`src/rtl/riscv_decode_pkg.sv`:
```
// Shared RV32I decode definitions: opcode values, instruction formats,
// buffer occupancy states and the decoded-field bundle.
package riscv_decode_pkg;

  localparam logic [6:0] OP_R      = 7'b0110011;
  localparam logic [6:0] OP_IMM    = 7'b0010011;
  localparam logic [6:0] OP_LOAD   = 7'b0000011;
  localparam logic [6:0] OP_STORE  = 7'b0100011;
  localparam logic [6:0] OP_BRANCH = 7'b1100011;
  localparam logic [6:0] OP_JAL    = 7'b1101111;
  localparam logic [6:0] OP_JALR   = 7'b1100111;
  localparam logic [6:0] OP_LUI    = 7'b0110111;
  localparam logic [6:0] OP_AUIPC  = 7'b0010111;
  localparam logic [6:0] OP_SYSTEM = 7'b1110011;
  localparam logic [6:0] OP_FENCE  = 7'b0001111;

  typedef enum logic [2:0] {
    FMT_R = 3'd0,
    FMT_I = 3'd1,
    FMT_S = 3'd2,
    FMT_B = 3'd3,
    FMT_U = 3'd4,
    FMT_J = 3'd5
  } fmt_e;

  typedef enum logic [1:0] {
    OCC_EMPTY = 2'd0,
    OCC_ONE   = 2'd1,
    OCC_TWO   = 2'd2
  } occ_e;

  // The immediate is carried separately because its width follows XLEN.
  typedef struct packed {
    logic [6:0] opcode;
    logic [2:0] funct3;
    logic [6:0] funct7;
    logic [4:0] rs1;
    logic [4:0] rs2;
    logic [4:0] rd;
    fmt_e       fmt;
    logic       illegal;
  } decoded_t;

endpackage

```
`src/rtl/riscv_decode_comb.sv`:
```
// Purely combinational RV32I field extraction, immediate generation and
// illegal-encoding detection.
module riscv_decode_comb
  import riscv_decode_pkg::*;
#(
  parameter int XLEN = 32
) (
  input  logic [31:0]     instr,
  output decoded_t        dec,
  output logic [XLEN-1:0] imm
);

  logic [31:0] raw;
  logic [2:0]  f3;
  logic [6:0]  f7;

  assign f3 = instr[14:12];
  assign f7 = instr[31:25];

  always_comb begin
    raw        = '0;
    dec        = '0;
    dec.opcode = instr[6:0];
    case (instr[6:0])
      OP_R: begin
        dec.fmt     = FMT_R;
        dec.funct3  = f3;
        dec.funct7  = f7;
        dec.rs1     = instr[19:15];
        dec.rs2     = instr[24:20];
        dec.rd      = instr[11:7];
        dec.illegal = (f7 != 7'b0000000 && f7 != 7'b0100000) ||
                      (f7 == 7'b0100000 && f3 != 3'b000 && f3 != 3'b101);
      end
      OP_IMM, OP_LOAD, OP_JALR, OP_SYSTEM, OP_FENCE: begin
        dec.fmt     = FMT_I;
        dec.funct3  = f3;
        dec.rs1     = instr[19:15];
        dec.rd      = instr[11:7];
        raw         = {{20{instr[31]}}, instr[31:20]};
        dec.illegal = (instr[6:0] == OP_JALR && f3 != 3'b000) ||
                      (instr[6:0] == OP_LOAD && (f3 == 3'b011 || f3[2:1] == 2'b11));
      end
      OP_STORE: begin
        dec.fmt     = FMT_S;
        dec.funct3  = f3;
        dec.rs1     = instr[19:15];
        dec.rs2     = instr[24:20];
        raw         = {{20{instr[31]}}, instr[31:25], instr[11:7]};
        dec.illegal = (f3 > 3'b010);
      end
      OP_BRANCH: begin
        dec.fmt     = FMT_B;
        dec.funct3  = f3;
        dec.rs1     = instr[19:15];
        dec.rs2     = instr[24:20];
        raw         = {{19{instr[31]}}, instr[31], instr[7], instr[30:25], instr[11:8], 1'b0};
        dec.illegal = (f3 == 3'b010 || f3 == 3'b011);
      end
      OP_LUI, OP_AUIPC: begin
        dec.fmt = FMT_U;
        dec.rd  = instr[11:7];
        raw     = {instr[31:12], 12'b0};
      end
      OP_JAL: begin
        dec.fmt = FMT_J;
        dec.rd  = instr[11:7];
        raw     = {{11{instr[31]}}, instr[31], instr[19:12], instr[20], instr[30:21], 1'b0};
      end
      default: dec.illegal = 1'b1;
    endcase
    if (instr[1:0] != 2'b11) dec.illegal = 1'b1;
    // Illegal entries keep only the opcode so execute sees clean zeros.
    if (dec.illegal) begin
      dec         = '0;
      dec.opcode  = instr[6:0];
      dec.illegal = 1'b1;
      raw         = '0;
    end
  end

  assign imm = XLEN'($signed(raw));

endmodule

```
`src/rtl/riscv_decode_stage.sv`:
```
// Registered RV32I decode stage: combinational decode feeding a FIFO-ordered
// skid buffer so that back-pressure never reaches fetch combinationally.
module riscv_decode_stage
  import riscv_decode_pkg::*;
#(
  parameter int XLEN       = 32,
  parameter int SKID_DEPTH = 2
) (
  input  logic            clk,
  input  logic            rst,
  input  logic            flush,
  input  logic            in_valid,
  output logic            in_ready,
  input  logic [31:0]     in_instr,
  input  logic [XLEN-1:0] in_pc,
  output logic            out_valid,
  input  logic            out_ready,
  output logic [XLEN-1:0] out_pc,
  output logic [6:0]      out_opcode,
  output logic [2:0]      out_funct3,
  output logic [6:0]      out_funct7,
  output logic [4:0]      out_rs1,
  output logic [4:0]      out_rs2,
  output logic [4:0]      out_rd,
  output logic [XLEN-1:0] out_imm,
  output logic [2:0]      out_fmt,
  output logic            out_illegal
);

  typedef struct packed {
    logic [XLEN-1:0] pc;
    logic [XLEN-1:0] imm;
    decoded_t        dec;
  } entry_t;

  decoded_t        dec_w;
  logic [XLEN-1:0] imm_w;
  entry_t          in_entry;
  entry_t          head, head_n, tail, tail_n;
  occ_e            occ, occ_n;
  logic            ready_q;
  logic            push, pop;

  riscv_decode_comb #(.XLEN(XLEN)) u_decode (
    .instr (in_instr),
    .dec   (dec_w),
    .imm   (imm_w)
  );

  assign in_entry = {in_pc, imm_w, dec_w};
  assign push     = in_valid && in_ready && !flush;
  assign pop      = out_valid && out_ready;

  // head is always the oldest entry; tail only holds data in OCC_TWO.
  always_comb begin
    occ_n  = occ;
    head_n = head;
    tail_n = tail;
    if (flush) begin
      occ_n = OCC_EMPTY;
    end else begin
      case (occ)
        OCC_EMPTY: if (push) begin
          head_n = in_entry;
          occ_n  = OCC_ONE;
        end
        OCC_ONE: begin
          if (push && pop) begin
            head_n = in_entry;
          end else if (push) begin
            tail_n = in_entry;
            occ_n  = OCC_TWO;
          end else if (pop) begin
            occ_n = OCC_EMPTY;
          end
        end
        OCC_TWO: if (pop) begin
          head_n = tail;
          occ_n  = OCC_ONE;
        end
        default: occ_n = OCC_EMPTY;
      endcase
    end
  end

  always_ff @(posedge clk or posedge rst) begin
    if (rst) begin
      occ     <= OCC_EMPTY;
      head    <= '0;
      tail    <= '0;
      ready_q <= 1'b1;
    end else begin
      occ     <= occ_n;
      head    <= head_n;
      tail    <= tail_n;
      ready_q <= (occ_n != OCC_TWO);
    end
  end

  // A single-entry buffer can only refill in the cycle it drains.
  assign in_ready = (SKID_DEPTH == 1) ? (occ == OCC_EMPTY || out_ready) : ready_q;

  assign out_valid   = (occ != OCC_EMPTY);
  assign out_pc      = head.pc;
  assign out_imm     = head.imm;
  assign out_opcode  = head.dec.opcode;
  assign out_funct3  = head.dec.funct3;
  assign out_funct7  = head.dec.funct7;
  assign out_rs1     = head.dec.rs1;
  assign out_rs2     = head.dec.rs2;
  assign out_rd      = head.dec.rd;
  assign out_fmt     = head.dec.fmt;
  assign out_illegal = head.dec.illegal;

endmodule

```
`config.mk`:
```
export PLATFORM = sky130hd
export DESIGN_NAME = riscv_decode_stage
export DESIGN_NICKNAME = d
export VERILOG_FILES = /design/src/rtl/riscv_decode_pkg.sv /design/src/rtl/riscv_decode_comb.sv /design/src/rtl/riscv_decode_stage.sv
export SDC_FILE = /design/constraint.sdc
export NUM_CORES = 1
export LEC_CHECK = 0
export BUFFER_PORTS_ARGS = -buffer_cell sky130_fd_sc_hd__buf_2
export CORE_AREA = 2 2 136 138
export CTS_BUF_LIST = sky130_fd_sc_hd__clkbuf_4
export CTS_CLUSTER_SIZE = 30
export DETAILED_ROUTE_END_ITERATION = 10
export DIE_AREA = 0 0 138 140
export GPL_ROUTABILITY_DRIVEN = 0
export PLACE_DENSITY = 0.88
export SYNTH_ARGS = -nofsm -noshare
export SYNTH_HDL_FRONTEND = slang
export SYNTH_SLANG_ARGS = --single-unit
```
`constraint.sdc`:
```
create_clock -name clk -period 5.45 [get_ports clk]
set_input_delay 0.2725 -clock clk [delete_from_list [all_inputs] [get_ports clk]]
set_output_delay 0.2725 -clock clk [all_outputs]
set_load 0.03 [all_outputs]
```
==> impl_results.md <==
- Die width: 138 µm
- Vias: 8314
- Rows: a little under 50
- Synth top area share: 0.5550
- Clock skew after layout: around 0.026 ns
- Clock Power Share: 0.322
- Area Overhead vs Synth: 24.28%
- Detail Placement HPWL: 14.61 mm
- Crit path DAT: 3.48 ns
- Post-synth top area cell: dfrtp_1
- TritonCTS clock tree: yes
- R2r setup slk: roughly 2.5 ns
- Fillers: 1445
- Reg-to-Reg End: out_imm[29]
- Netlist cell types: 64
- Largest family of logic cells by synthesized area: simple AND/OR/NAND/NOR gates
- Element type at the critical path start: flip-flop
- Comb pwr share: 0.209
- Reg-to-reg startpoint: in_ready
- Hold violation count in the final report: 60
- Warnings, synthesis: 0
- Setup violations, final: 0
- Seq/Total Area, Yosys: 0.5579
- IO buf count: 170
- Mapped Area: 9107 µm²
- Mux cell area share after synthesis: 0.003572
- Synth top cells by count: 246 x nand2_1, 202 x dfrtp_1, 83 x nor2_1
- Core Util, Final: 0.6366
- P_int: between 2 and 3 mW
- Final nets: 1266
- Switching pwr: between 1 and 1.5 mW
- Seq pwr share: 0.469
- Worst-skew pair later-pin latency: 0.64 ns
- Worst-Margin Slew: 1.186 ns
- First-pass DRT Iterations: 6
- Post-DRT Antenna Nets: 0
- Max-Cap Viols: 0
- Die Span Y: between 100 and 150 µm
- R2r worst-path depth: 7
- Layout cell share with drive strength beyond 1: 0.2433
- Cell Pwr Density: 342.1 nW/µm²
- Critical path endpoint category: flip-flop
- FFs w/ async S/R, synth: 1.000
- Final Max Slew Viols: 0
- Relative slew slack: 0.2090
- Placeable Area: 17780 µm²
- Clock Path Buffers: 3
- EDFF count, synth: 0
- Drt total wl: 24.73 mm
- Post-route clock period utilization: 0.5433
- CP endpoint: out_imm[29]
- Hold Crit Class: in -> async
- Post-DR wirelength/cell: 16.93 µm
- First-iteration detailed-routing DRC count: 612
- Largest net degree at the start of global routing: just over 200
- Post-Synth Simple-Gate Area: 0.2021
- Power Total: 3.872 mW
- Top FF cell, synth: dfrtp_1
- Drt drc: 0
- Max FO, Critical Path: 100
- First-pass GRT wire length: 40.83 mm
- Post-Synth XOR/XNOR Area: 0.0009617
- Violated checks: negative hold slack
- PostCTS Resize Cnt: 0
- Max Clock Freq: between 300 and 400 MHz
- Unrepaired setup endpoints after global routing: false
- Leak Pwr: between 5 and 6 nW
- Net Sw Frac: 0.3228
- Die area: 19320 µm²
- Vias in the first global route: 8028
- H-Tree Depth: 2
- Ranking of synthesized cells by area: dfrtp_1 56%, nand2_1 10%, a21oi_1 4.3%, nor2_1 3.4%, a31oi_1 2.7%
- WHS: -0.1403 ns
- Total gr overflow: 0
- Setup TNS: 0 ns
- CP required: 5.97 ns
- Synthesized Nets: just over 1000
- Peak supply drop: 0.2420 mV
- Via density: 5.695
- Initial antenna violation count: 2
- Flops & latches, synth: 203
- Fin crit period: a little under 3 ns
- Clk slew on worst S/H paths: 0.07 ns
- IO Pins: between 150 and 200
- Critical path type: reg -> reg
- Most frequent cell after synthesis: nand2_1
- Compound-Gate Fraction of Synth Area: 0.1929
- GRT Overall Usage: 0.2547
- CTS root buf: clkbuf_4
- Cells after Synth: 970
- Status: finished, violations left
- Dpl ws: between 2 and 2.5 ns
- Worst Setup SP: in_ready
- Initial Utilization: 0.5122
- Worst Slack Setup Final: 2.489 ns
- Number of CTS-inserted buffers: 51
- CTS Sinks: 203
- Syn_area_per_cell: 9.389 µm²
- Adder-cell share of the synthesized area: 0
## per-stage QoR
| stage | instance area, µm² | cells | hold WS (ns) |
|---|---|---|---|
| floorplan | 9111 | 970 | 0.3383 |
| global placement | 10050 | 1308 | 0.4507 |
| detailed placement | 10050 | 1308 | 0.4575 |
| CTS | 11310 | 1458 | 0.001582 |
| global route | 11320 | 1460 | 0.02156 |
| finish | 11320 | 1460 | -0.1403 |
## cell usage in the layout, fill, tap and decap left out, drive strengths merged, types with 3 or more instances in the layout
master	n
inv	22
dfrtp	202
clkbuf	79
nor2b	3
a221o	8
and2	12
a22o	25
buf	178
a21oi	78
nor3	5
and3b	4
nand4	3
nor2	83
o21ai	27
o31ai	22
and3	23
clkinv	6
a31oi	39
or2	3
o22ai	33
dlygate4sd3	65
nand2	248
nand3	16
nor4	3
o21a	4
a22oi	5
## how the worst min path moves through the flow
stage / startpoint / end / cells after the start
floorplan: flush / occ[0] / 1
global placement: tail[60] / tail[60] / 2
detailed placement: tail[61] / tail[61] / 2
CTS: rst / out_pc[24] / 3
global route: rst / out_pc[24] / 3
finish: rst / out_pc[24] / 3
## registers in the layout, indices dropped and copies added (netlist names)
signal       flops
occ              2
in_ready         1
out_fmt          3
tail           100
out_funct7       7
out_illegal      1
out_rs1          5
out_rd           5
out_rs2          5
out_pc          32
out_imm         32
out_funct3       3
out_opcode       7
## cell type report
cell class / count / area [µm²] / share of cell area
tap: 229 / 286.5 / 0.02531
antenna: 2 / 5.005 / 0.0004422
inverter: 23 / 90.09 / 0.007959
clock buffer: 79 / 593.1 / 0.05240
multi-input combinational: 675 / 3666 / 0.3239
timing repair buffer: 243 / 1574 / 0.1391
sequential: 203 / 5081 / 0.4489
clock inverter: 6 / 22.52 / 0.001990
## critical path, stage by stage, from the launching register on
cell     delay [ns]
dfstp_2        0.53
nand2_1        0.09
nor3_1         0.42
o21ba_4        0.53
buf_4          0.82
and3_1         0.27
a21oi_1        0.04
o31ai_1        0.11
## power by group through the flow
stage                     logic, mW  registers, mW  clock network [mW]
after floorplan               0.310           2.05                   0
after global placement        0.752           1.83                   0
after detailed placement      0.772           1.83                   0
after CTS                     0.810           1.81                1.28
after global routing          0.878           1.84                1.37
final                         0.810           1.81                1.25
## timing repair
item                                   4_1_cts  5_1_grt
hold buffers                                65        0
setup buffers                                0        0
endpoints found under the hold margin      131        0
## kinds of logic after synthesis
| group | Yosys count |
|---|---|
| DFF | 203 |
| buffers and inverters | 92 |
| muxes | 3 |
| AOI/OAI and AO/OA | 256 |
| xor gates and xnor gates | 1 |
| and+or+nand+nor | 415 |
## metal layers
layer | global-route usage | up-vias | part of all wire
met5 | 0 | - | 0
met4 | 0.09882 | 0 | 0.023
met3 | 0.05983 | 44 | 0.085
met2 | 0.4104 | 399 | 0.48
met1 | 0.3374 | 4035 | 0.41
li1 | - | 3836 | -
Power figures use the tool's default switching activity.
